[src/rtl/rf_pkg.sv]
// rf_pkg: shared constants for the regfile_sb register file.
//   RF_DATA_W / RF_ADDR_W / RF_NUM_RD : default geometry
//   WP_ALU / WP_MEM                   : write-port indices (port 1 wins on address clash)
package rf_pkg;
  localparam int unsigned RF_DATA_W = 16;
  localparam int unsigned RF_ADDR_W = 4;
  localparam int unsigned RF_NUM_RD = 2;

  localparam int unsigned WP_ALU = 0;
  localparam int unsigned WP_MEM = 1;
endpackage

[src/rtl/regfile_sb_if.sv]
// regfile_sb_if: bus between issue/writeback logic (master) and the register
// file (slave).
//   rd_addr/rd_data/rd_busy : NUM_RD packed read ports, port k at slice k
//   wr_en/wr_addr/wr_data   : two write ports (0 = ALU, 1 = memory), packed
//   claim_en/claim_addr     : mark a destination register busy
//   claim_err               : registered pulse, claim hit an already-busy register
interface regfile_sb_if #(
  parameter int unsigned DATA_W = rf_pkg::RF_DATA_W,
  parameter int unsigned ADDR_W = rf_pkg::RF_ADDR_W,
  parameter int unsigned NUM_RD = rf_pkg::RF_NUM_RD
);
  logic [NUM_RD*ADDR_W-1:0] rd_addr;
  logic [NUM_RD*DATA_W-1:0] rd_data;
  logic [NUM_RD-1:0]        rd_busy;
  logic [1:0]               wr_en;
  logic [2*ADDR_W-1:0]      wr_addr;
  logic [2*DATA_W-1:0]      wr_data;
  logic                     claim_en;
  logic [ADDR_W-1:0]        claim_addr;
  logic                     claim_err;

  modport master (
    output rd_addr, wr_en, wr_addr, wr_data, claim_en, claim_addr,
    input  rd_data, rd_busy, claim_err
  );

  modport slave (
    input  rd_addr, wr_en, wr_addr, wr_data, claim_en, claim_addr,
    output rd_data, rd_busy, claim_err
  );
endinterface

[src/rtl/rf_read_port.sv]
// rf_read_port: one combinational read port of regfile_sb.
//   addr          : register address
//   regs / busy   : stored register contents and busy vector
//   wr_* / claim_*: same-cycle write and claim (only with RF_BYPASS_EN)
//   rd_data/rd_busy: read result
// Optional feature macro: RF_BYPASS_EN (forward same-cycle write data).
module rf_read_port #(
  parameter int unsigned DATA_W    = rf_pkg::RF_DATA_W,
  parameter int unsigned ADDR_W    = rf_pkg::RF_ADDR_W,
  parameter bit          ZERO_REG0 = 1'b0
) (
  input  logic [ADDR_W-1:0]    addr,
  input  logic [DATA_W-1:0]    regs [2**ADDR_W],
  input  logic [2**ADDR_W-1:0] busy,
`ifdef RF_BYPASS_EN
  input  logic [1:0]           wr_en,
  input  logic [2*ADDR_W-1:0]  wr_addr,
  input  logic [2*DATA_W-1:0]  wr_data,
  input  logic                 claim_en,
  input  logic [ADDR_W-1:0]    claim_addr,
`endif
  output logic [DATA_W-1:0]    rd_data,
  output logic                 rd_busy
);
  import rf_pkg::*;

  always_comb begin
    rd_data = regs[addr];
    rd_busy = busy[addr];
`ifdef RF_BYPASS_EN
    // A forwarded value is the newest one; it is only busy again if a new
    // producer claims the same register in this very cycle.
    if (wr_en[WP_MEM] && (wr_addr[WP_MEM*ADDR_W +: ADDR_W] == addr)) begin
      rd_data = wr_data[WP_MEM*DATA_W +: DATA_W];
      rd_busy = claim_en && (claim_addr == addr);
    end else if (wr_en[WP_ALU] && (wr_addr[WP_ALU*ADDR_W +: ADDR_W] == addr)) begin
      rd_data = wr_data[WP_ALU*DATA_W +: DATA_W];
      rd_busy = claim_en && (claim_addr == addr);
    end
`endif
    if (ZERO_REG0 && (addr == '0)) begin
      rd_data = '0;
      rd_busy = 1'b0;
    end
  end
endmodule

[src/rtl/regfile_sb.sv]
// regfile_sb: 2**ADDR_W x DATA_W register file with a per-register busy
// scoreboard, NUM_RD read ports and two write ports (ALU, memory).
//   clk : clock, rising edge
//   rst : asynchronous active-high reset (clears data, busy, claim_err)
//   bus : regfile_sb_if slave modport (reads, writes, claims, claim_err)
// Optional feature macro: RF_BYPASS_EN (same-cycle write-to-read forwarding).
module regfile_sb
  import rf_pkg::*;
#(
  parameter int unsigned DATA_W    = RF_DATA_W,
  parameter int unsigned ADDR_W    = RF_ADDR_W,
  parameter int unsigned NUM_RD    = RF_NUM_RD,
  parameter bit          ZERO_REG0 = 1'b0
) (
  input logic        clk,
  input logic        rst,
  regfile_sb_if.slave bus
);
  localparam int unsigned DEPTH = 2**ADDR_W;

  logic [DATA_W-1:0] regs [DEPTH];
  logic [DEPTH-1:0]  busy;
  logic              claim_err_q;

  logic [ADDR_W-1:0] wa [2];
  logic [DATA_W-1:0] wd [2];
  logic [1:0]        wr_act;
  logic              claim_act;

  always_comb begin
    for (int unsigned p = 0; p < 2; p++) begin
      wa[p]     = bus.wr_addr[p*ADDR_W +: ADDR_W];
      wd[p]     = bus.wr_data[p*DATA_W +: DATA_W];
      wr_act[p] = bus.wr_en[p] && !(ZERO_REG0 && (wa[p] == '0));
    end
    claim_act = bus.claim_en && !(ZERO_REG0 && (bus.claim_addr == '0));
  end

  // Update order carries the priorities: memory port after ALU port so its
  // data wins, claim after both writes so a new producer keeps busy set.
  always_ff @(posedge clk or posedge rst) begin
    if (rst) begin
      for (int unsigned i = 0; i < DEPTH; i++) regs[i] <= '0;
      busy        <= '0;
      claim_err_q <= 1'b0;
    end else begin
      for (int unsigned p = 0; p < 2; p++) begin
        if (wr_act[p]) begin
          regs[wa[p]] <= wd[p];
          busy[wa[p]] <= 1'b0;
        end
      end
      if (claim_act) busy[bus.claim_addr] <= 1'b1;
      claim_err_q <= claim_act && busy[bus.claim_addr];
    end
  end

  assign bus.claim_err = claim_err_q;

  for (genvar k = 0; k < NUM_RD; k++) begin : g_rd
    rf_read_port #(
      .DATA_W    (DATA_W),
      .ADDR_W    (ADDR_W),
      .ZERO_REG0 (ZERO_REG0)
    ) u_rd (
      .addr       (bus.rd_addr[k*ADDR_W +: ADDR_W]),
      .regs       (regs),
      .busy       (busy),
`ifdef RF_BYPASS_EN
      .wr_en      (bus.wr_en),
      .wr_addr    (bus.wr_addr),
      .wr_data    (bus.wr_data),
      .claim_en   (bus.claim_en),
      .claim_addr (bus.claim_addr),
`endif
      .rd_data    (bus.rd_data[k*DATA_W +: DATA_W]),
      .rd_busy    (bus.rd_busy[k])
    );
  end
endmodule

[src/flat_wrapper.sv]
// flat-port wrapper written by rule: the top's interface ports become plain ports
module regfile_sb_flat import rf_pkg::*;
#(
  parameter int unsigned DATA_W    = RF_DATA_W,
  parameter int unsigned ADDR_W    = RF_ADDR_W,
  parameter int unsigned NUM_RD    = RF_NUM_RD,
  parameter bit          ZERO_REG0 = 1'b0
)
  (clk, rst, bus_rd_addr, bus_wr_en, bus_wr_addr, bus_wr_data, bus_claim_en, bus_claim_addr, bus_rd_data, bus_rd_busy, bus_claim_err);
  regfile_sb_if #(.DATA_W(DATA_W), .ADDR_W(ADDR_W), .NUM_RD(NUM_RD)) bus_i ();
  input logic clk;
  input logic rst;
  input wire logic [$bits(bus_i.rd_addr)-1:0] bus_rd_addr;
  input wire logic [$bits(bus_i.wr_en)-1:0] bus_wr_en;
  input wire logic [$bits(bus_i.wr_addr)-1:0] bus_wr_addr;
  input wire logic [$bits(bus_i.wr_data)-1:0] bus_wr_data;
  input wire logic [$bits(bus_i.claim_en)-1:0] bus_claim_en;
  input wire logic [$bits(bus_i.claim_addr)-1:0] bus_claim_addr;
  output wire logic [$bits(bus_i.rd_data)-1:0] bus_rd_data;
  output wire logic [$bits(bus_i.rd_busy)-1:0] bus_rd_busy;
  output wire logic [$bits(bus_i.claim_err)-1:0] bus_claim_err;
  assign bus_i.rd_addr = bus_rd_addr;
  assign bus_i.wr_en = bus_wr_en;
  assign bus_i.wr_addr = bus_wr_addr;
  assign bus_i.wr_data = bus_wr_data;
  assign bus_i.claim_en = bus_claim_en;
  assign bus_i.claim_addr = bus_claim_addr;
  assign bus_rd_data = bus_i.rd_data;
  assign bus_rd_busy = bus_i.rd_busy;
  assign bus_claim_err = bus_i.claim_err;
  regfile_sb #(.DATA_W(DATA_W), .ADDR_W(ADDR_W), .NUM_RD(NUM_RD), .ZERO_REG0(ZERO_REG0)) u_core (.clk(clk), .rst(rst), .bus(bus_i));
endmodule
[config.mk]
export PLATFORM = sky130hd
export DESIGN_NAME = regfile_sb_flat
export DESIGN_NICKNAME = d
export VERILOG_FILES = /design/src/rtl/rf_pkg.sv /design/src/rtl/regfile_sb_if.sv /design/src/rtl/rf_read_port.sv /design/src/rtl/regfile_sb.sv /design/src/flat_wrapper.sv
export SDC_FILE = /design/constraint.sdc
export NUM_CORES = 1
export LEC_CHECK = 0
export BUFFER_PORTS_ARGS = -buffer_cell sky130_fd_sc_hd__buf_2
export CORE_ASPECT_RATIO = 0.6
export CORE_MARGIN = 1
export CORE_UTILIZATION = 64
export CTS_BUF_LIST = sky130_fd_sc_hd__clkbuf_8
export DETAILED_ROUTE_END_ITERATION = 10
export PLACE_DENSITY_LB_ADDON = 0.2
export SKIP_LAST_GASP = 1
export SYNTH_ARGS = -nofsm -noshare
export SYNTH_HDL_FRONTEND = slang
export SYNTH_SLANG_ARGS = --single-unit
[constraint.sdc]
create_clock -name clk -period 9.15 [get_ports clk]
set_clock_uncertainty 0.2 [all_clocks]
set_input_delay 0.4575 -clock clk [delete_from_list [all_inputs] [get_ports clk]]
set_output_delay 0.4575 -clock clk [all_outputs]
set_load 0.02 [all_outputs]
# == Yosys cells after proc, flatten, opt, wreduce, memory -nomap -nowiden ==
# Index checks and enable logic that the tools add are counted.
# totals
regBits,273
latchBits,0
mem_bits_rw,0
romBits,0
inputBits,57
out_inout_bits,35
wordCells,76
memories,0
# classes
n_addsub,0
mul,0
div_mod_pow,0
order_cmp,14
eq_ne,0
n_shift,0
n_mux,29
n_bitwise,9
n_reduce_logical,6
# ops
op,count
256-bit bitwise mux,2
256-bit two-way mux,2
16-bit two-way mux,9
16-bit binary-select mux with 4-bit select,2
16-bit demux with 4-bit select,2
16-bit bitwise AND,2
16-bit NOT,2
4-bit by 5-bit < comparator with 1-bit output (second input constant),5
5-bit >= comparator (second input constant),4
4-bit NOT with 5-bit output,4
16-bit bitwise OR,1
1-bit binary-select mux with 4-bit select,3
1-bit demux with 4-bit select,3
4-bit by 1-bit >= comparator with 1-bit output (second input constant),3
5-bit by 1-bit < comparator with 1-bit output (second input constant),2
1-bit logical AND,6
1-bit two-way mux,6

# == Longest topological paths before layout ==
# Gate-level depths: netlist of the first run.
# logic_depth
ltp_word,11
ltp_mapped,8

# == Cells and area by module ==
# A second synthesis of the first run with hierarchy kept.
# hier_totals
hier_cells,1574
hier_area_um2,17026.3
# modules_own_cells
mod,instances,cells_per_inst,area_each_um2,seq_area_each_um2
regfile_sb,1,1282,12990.0,6831.6
rf_read_port,2,146,2018.2,0.0

# == Worst setup path after synthesis of the first run ==
# Ideal clock, no wire load.
# synth_timing
path_type,input to output
startpoint,input bus_rd_addr[0]
endpoint,output bus_rd_data[10]
t_arrival_ns,1.949
setup_slack_ns,6.543
path_stages,6
path_buffers,3
cell_sequence,buf_2 -> buf_2 -> buf_2 -> mux4_2 -> a22oi_1 -> nand2_1
# synth_via
elab_chain_len,4
# synth_rtl
item,line_no,text
from (decl),flat_wrapper.sv:13,input wire logic [$bits(bus_i.rd_addr)-1:0] bus_rd_addr;
4-bit NOT with 5-bit output (not written as such),rf_read_port.sv:28,rd_data = regs[addr];
16-bit binary-select mux with 4-bit select,rf_read_port.sv:28,
16-bit two-way mux (not written as such) (2 in a row),rf_read_port.sv:28,
to (decl),flat_wrapper.sv:19,output wire logic [$bits(bus_i.rd_data)-1:0] bus_rd_data;
# Every way passes these cells. The select of a mux whose other input is x is not followed.

# == Worst setup path in the final report of the first run ==
# layout_timing
startpoint,input bus_rd_addr[0]
endpoint,output bus_rd_data[1]
# The elaborated chain is that of the path after synthesis.

==> results of run 1 <==
synthesized netlist by cell type:
cell type / n
nor3b_2: 1
mux4_2: 138
dfrtp_1: 273
nand3b_4: 1
and2_1: 8
a32o_1: 6
mux2i_1: 259
o211ai_1: 1
nand3b_1: 4
o21ai_1: 27
and3_1: 3
buf_1: 22
nand3_2: 1
nand2b_1: 4
or3_1: 2
nand2_1: 156
nor2b_1: 8
nor2_4: 6
a21oi_1: 160
nor3b_1: 2
buf_4: 17
a22oi_1: 68
o21ai_0: 79
o311ai_0: 1
nand3_1: 9
clkbuf_1: 103
or4_1: 1
buf_2: 38
nor3_1: 3
nand2_2: 1
buf_6: 4
o22ai_1: 1
and3b_1: 3
nor2_1: 166
mux2_2: 1
inv_1: 7
registers in the layout, indices dropped and copies added (netlist names):
signal	flops
u_core.busy	16
u_core.regs	256
u_core.bus.claim_err	1
critical path: stages:
cell     delay, ns
buf_4         0.48
buf_4         0.76
mux4_2        0.60
a22oi_1       0.28
nand2_1       0.15
buf_2         0.18
through the flow:
step	utilization, %	hold slack, ns	power, mW
6_report	71.1	0.0305	3.89
5_1_grt	71.1	0.0545	4.05
4_1_cts	71.0	0.0132	3.85
3_5_place_dp	67.7	0.360	2.82
3_3_place_gp	67.7	0.348	2.75
2_1_floorplan	-	0.322	2.51
per-layer routing:
layer | vias up | routed length [um] | part of all wire (%)
li1 | 5745 | - | -
met1 | 6818 | 21200 | 37
met2 | 1238 | 24400 | 43
met3 | 231 | 9030 | 16
met4 | 0 | 2760 | 4.8
met5 | - | 0 | 0
power by group through the flow:
stage,combinational [mW],sequential (mW),clock (mW)
3_5_place_dp,1.04,1.78,0
5_1_grt,1.13,1.82,1.10
2_1_floorplan,0.824,1.68,0
6_report,1.05,1.79,1.04
3_3_place_gp,0.991,1.76,0
4_1_cts,1.04,1.77,1.05
worst max path at each step:
stage / from / endpoint / slack (ns) / depth (start not counted)
after floorplan: rst / u_core.bus.claim_err / 0.97 / 1
after global placement: bus_rd_addr[0] / bus_rd_busy[0] / 5.57 / 6
after detailed placement: bus_rd_addr[0] / bus_rd_busy[0] / 5.55 / 6
after CTS: bus_rd_addr[4] / bus_rd_busy[1] / 5.56 / 6
after global routing: bus_rd_addr[0] / bus_rd_data[5] / 5.38 / 6
final: bus_rd_addr[0] / bus_rd_data[1] / 5.54 / 6
area by class of cell:
| cell class | instances | area [um2] | area share, % |
|---|---|---|---|
| inverter | 7 | 33.8 | 0.186 |
| multi-input combinational | 1120 | 9290 | 51.0 |
| timing repair buffer | 128 | 761 | 4.18 |
| sequential | 273 | 6830 | 37.5 |
| clock buffer | 56 | 771 | 4.23 |
| tap | 352 | 440 | 2.42 |
| clock inverter | 15 | 60.1 | 0.330 |
| antenna | 7 | 17.5 | 0.0962 |
logic make-up after synthesis:
family	count (synthesis)
mux	398
simple gates	379
compound gates	343
buf+inv	191
flops	273
==> flow_metrics.py, run 1 <==
metrics = {
    "status": {
        "status": "complete, no violations",
    },
    "yosys": {
        "synth_top_family_by_area": "multiplexers",
        "synthAdderAreaFrac_pct": 0,
        "syn_area_um2": 16900,
        "syn_inst": 1584,
        "yosysTopAreaCellShare_pct": 40.3,
        "synth_fp_nets": 1641,
        "synth_area_leaders": "dfrtp_1 40%, mux4_2 18%, mux2i_1 15%, a21oi_1 4.7%, nor2_1 3.7%",
        "syn-mean-instance-area_um2": 10.7,
        "ys_ff_latch": 273,
        "synth_cell_type_count": 36,
        "synth_xor_area_share_pct": 0,
        "synth_compound_area_share_pct": 11.4,
        "yosysSeqAreaShare_pct": 40.3,
        "synthSimpleGateAreaFrac_pct": 9.56,
        "muxShareOfSynthArea_pct": 33.7,
        "ys_warn_count": 0,
        "synth_area_leader_cell": "dfrtp_1",
    },
    "finish": {
        "syn_to_final_growth_pct": 7.43,
        "final_common_cell": "dfrtp_1",
        "nets": 1629,
        "layout_common_cells": "273 x dfrtp_1, 259 x mux2i_1, 164 x nor2_1, 160 x a21oi_1, 156 x nand2_1",
        "nFillCells": 1882,
        "fin_area_um2": 18200,
        "instances_no_fill": 1958,
        "drive_gt1_share_pct": 21.4,
    },
    "sta": {
        "slew_headroom_pct": 16.9,
        "worst_pin_slew_ns": 1.24,
        "period_needed_ns": 3.61,
        "fin_tns_setup_ns": 0,
        "setup_viol": 0,
        "fin_crit_sh_pct": 39.5,
        "setup_slack_ns": 5.54,
        "rsz0062_at_grt": "false",
        "fmax_mhz": 277,
        "hold_viol": 0,
        "drv_slew": 0,
    },
    "clocking": {
        "path_clk_slew_ns": 0.07,
        "cts_inserted_buffers": 42,
        "cts_sinks": 273,
        "clock_latency_ns": 0.58,
        "htreeDepth": 2,
        "post_cts.repair.setup_buffers": 0,
        "clock_tree.root_cell": "clkbuf_8",
        "cts_resized": 0,
        "cts_buffer_depth": 3,
        "cts_tree": "yes",
        "ctsHoldBuffers": 2,
    },
    "critical_path": {
        "r2r-end": "u_core.bus.claim_err",
        "r2r_cells": 4,
        "endpoint_kind": "output port",
        "setup.worst_path.class": "input port to output port",
        "arrival_ns": 2.95,
        "cp.required_ns": 8.49,
        "r2r_setup_slack_ns": 7.49,
        "critPathLaunchType": "input port",
        "crit_fanout": 40,
        "r2r-start": "u_core.busy[15]",
    },
    "route": {
        "wl_per_cell_um": 29.3,
        "totalWireLength_mm": 57.5,
        "drtIter0Drc": 2092,
        "route.vias.total": 14000,
        "dr.pass1.iters": 6,
        "drc": 0,
        "ant_nets": 0,
        "avgViaCountPerCell": 7.17,
    },
    "place": {
        "dpl_cell_area_um2": 17300,
        "pre_cts_slack_ns": 5.55,
        "place.detailed.hpwl_mm": 32.2,
        "gp_congestion": 0.881,
        "dp_cells": 1878,
        "io_buffer_count": 91,
    },
    "floorplan": {
        "ioPinCount": 92,
        "die-area_um2": 27200,
        "die_h_um": 128,
        "core_area_um2": 25600,
        "start_util_pct": 66.1,
        "die_x_um": 212,
        "rows": 45,
    },
    "pwr": {
        "swShare_pct": 33.0,
        "clockPowerShare_pct": 26.8,
        "leakage_nw": 7.74,
        "power.switching_mw": 1.28,
        "power_frac_seq_pct": 46.1,
        "p_per_area_nw_per_um2": 214,
        "combPwrFrac_pct": 27.0,
        "p_int_mw": 2.60,
        "irDropWorstVdd_mv": 0.168,
    },
    "grt": {
        "antenna_found_initial": 8,
        "grt_max_degree": 164,
        "grt-ovfl-total": 0,
        "grt_pass1_vias": 13900,
        "gr-usage-met1_pct": 60.9,
        "grt.total_usage_pct": 44.2,
        "use_met2_pct": 61.2,
        "gr-usage-met3_pct": 17.2,
        "grt_pass1_wl_mm": 87.0,
        "gr-max-usage-layer": "met2",
    },
    "flow_run": {
        "maxCapViolations": 0,
    },
    "worst_hold_path": {
        "whs_path_depth": 3,
        "worst_hold_path_type": "input port to register",
        "min_from": "bus_claim_addr[2]",
        "min_to": "u_core.busy[14]",
    },
}
(Power assumes the default switching activity.)
==> run 2: changes to the inputs <==
Settings changed: CORE_UTILIZATION 64 to 58.
Clock period 9.15 ns to 3 ns, I/O delays scaled along.
==> flow_metrics.py, run 2 (same netlist as run 1, synthesis figures left out) <==
metrics = {
    "floorplan": {
        "core_area_um2": 28700,
        "rows": 48,
        "ioPinCount": 92,
        "die_h_um": 134,
        "start_util_pct": 59.0,
        "die-area_um2": 29900,
        "die_x_um": 223,
    },
    "clocking": {
        "cts_resized": 0,
        "htreeDepth": 2,
        "clock_latency_ns": 0.60,
        "clock_tree.root_cell": "clkbuf_8",
        "cts_buffer_depth": 3,
        "path_clk_slew_ns": 0.07,
        "cts_sinks": 273,
        "post_cts.repair.setup_buffers": 0,
        "cts_tree": "yes",
        "cts_inserted_buffers": 44,
    },
    "finish": {
        "instances_no_fill": 2081,
        "regMostFlops": "u_core.regs",
        "final_common_cell": "dfrtp_1",
        "syn_to_final_growth_pct": 14.2,
        "drive_gt1_share_pct": 22.5,
        "nets": 1729,
        "multi_input_area_um2": 9290,
        "seqCellArea_um2": 6830,
        "largest_reg_flops": 256,
        "layout_common_cells": "273 x dfrtp_1, 259 x mux2i_1, 164 x nor2_1, 160 x a21oi_1, 156 x nand2_1",
        "nFillCells": 2207,
    },
    "sta": {
        "rsz0062_at_grt": "false",
        "fmax_mhz": 351,
        "setup_slack_ns": 0.151,
        "slew_headroom_pct": 36.0,
        "period_needed_ns": 2.85,
        "worst_pin_slew_ns": 0.960,
        "fin_crit_sh_pct": 95.0,
        "hold_viol": 0,
        "setup_viol": 0,
        "drv_slew": 0,
        "fin_tns_setup_ns": 0,
    },
    "critical_path": {
        "r2r-start": "u_core.busy[15]",
        "arrival_ns": 3.12,
        "r2r-end": "u_core.bus.claim_err",
        "r2r_setup_slack_ns": 1.27,
        "setup.worst_path.class": "input port to register",
        "critPathLaunchType": "input port",
        "crit_path_end": "u_core.regs[228]",
        "endpoint_kind": "register",
        "crit_fanout": 31,
        "setup.worst_path.start": "bus_wr_addr[6]",
        "r2r_cells": 4,
        "cp.required_ns": 3.28,
    },
    "pwr": {
        "p_per_area_nw_per_um2": 634,
        "finalPower_mw": 12.3,
        "irDropWorstVdd_mv": 0.388,
        "leakage_nw": 8.29,
    },
    "worst_hold_path": {
        "worst_hold_path_type": "input port to async pin",
    },
    "place": {
        "gp_congestion": 0.885,
        "pre_cts_slack_ns": 0.633,
        "place.detailed.hpwl_mm": 35.1,
        "dp_cells": 1936,
        "io_buffer_count": 91,
    },
    "grt": {
        "antenna_found_initial": 1,
        "grt_pass1_wl_mm": 87.7,
        "grt-ovfl-total": 0,
        "grt_max_degree": 49,
        "grt_pass1_vias": 13900,
        "grt.total_usage_pct": 40.0,
    },
    "route": {
        "drtIter0Drc": 1871,
        "drc": 0,
        "wl_per_cell_um": 28.1,
        "dr.pass1.iters": 5,
        "avgViaCountPerCell": 6.81,
        "ant_nets": 0,
        "route.vias.total": 14200,
        "totalWireLength_mm": 58.5,
    },
    "flow_run": {
        "maxCapViolations": 0,
    },
    "status": {
        "status": "complete, no violations",
    },
}
## run 2: through the flow
stage | hold slack, ns | util, % | cell area [um2]
2_1_floorplan | 0.0953 | - | 17000
3_3_place_gp | 0.116 | 61.9 | 17800
3_5_place_dp | 0.112 | 61.9 | 17800
4_1_cts | 0.0569 | 67.4 | 19400
5_1_grt | 0.108 | 67.4 | 19400
6_report | 0.0597 | 67.4 | 19400
## run 2: routing by layer
layer | vias up | GRT usage [%] | share of wire (%) | wire length (um)
li1 | 5954 | - | - | -
met1 | 7001 | 56.7 | 39 | 23000
met2 | 1053 | 57.7 | 43 | 25000
met3 | 174 | 13.4 | 14 | 8360
met4 | 0 | 14.2 | 3.7 | 2160
met5 | - | 0 | 0 | 0
## run 2: how the worst min path moves through the flow
stage                 start                   end  slack, ns  cells after the start
2_1_floorplan  bus_claim_en  u_core.bus.claim_err        0.1                      2
3_3_place_gp            rst      u_core.regs[144]       0.12                      2
3_5_place_dp            rst      u_core.regs[144]       0.11                      2
4_1_cts                 rst      u_core.regs[207]       0.06                      3
5_1_grt                 rst      u_core.regs[144]       0.11                      3
6_report                rst      u_core.regs[207]       0.06                      3
## run 2: timing repair
item,CTS,global route
endpoints found under the setup margin,0,0
hold buffers,65,0
endpoints found under the hold margin,455,0
## run 2: area by class of cell
type                            instances  share of cell area [%]
Multi-Input combinational cell       1120                    48.0
Sequential cell                       273                    35.3
Timing Repair Buffer                  226                    9.38
Clock buffer                           57                    4.05
Tap cell                              375                    2.42
Clock inverter                         21                   0.704
Inverter                                7                   0.155
Antenna cell                            2                  0.0259
## run 2: worst max-delay path: stages
cell and delay [ns]:
dlygate4sd3_1 0.54, buf_2 0.14, nor3b_1 0.37, dlygate4sd3_1 0.63, and2_1 0.16, buf_4 0.41
o21ai_0 0.15, dlygate4sd3_1 0.57
## run 2: report_power, final
| group | internal [mW] | switching [mW] |
|---|---|---|
| registers | 4.62 | 0.806 |
| logic | 1.82 | 1.56 |
| clock network | 1.87 | 1.60 |
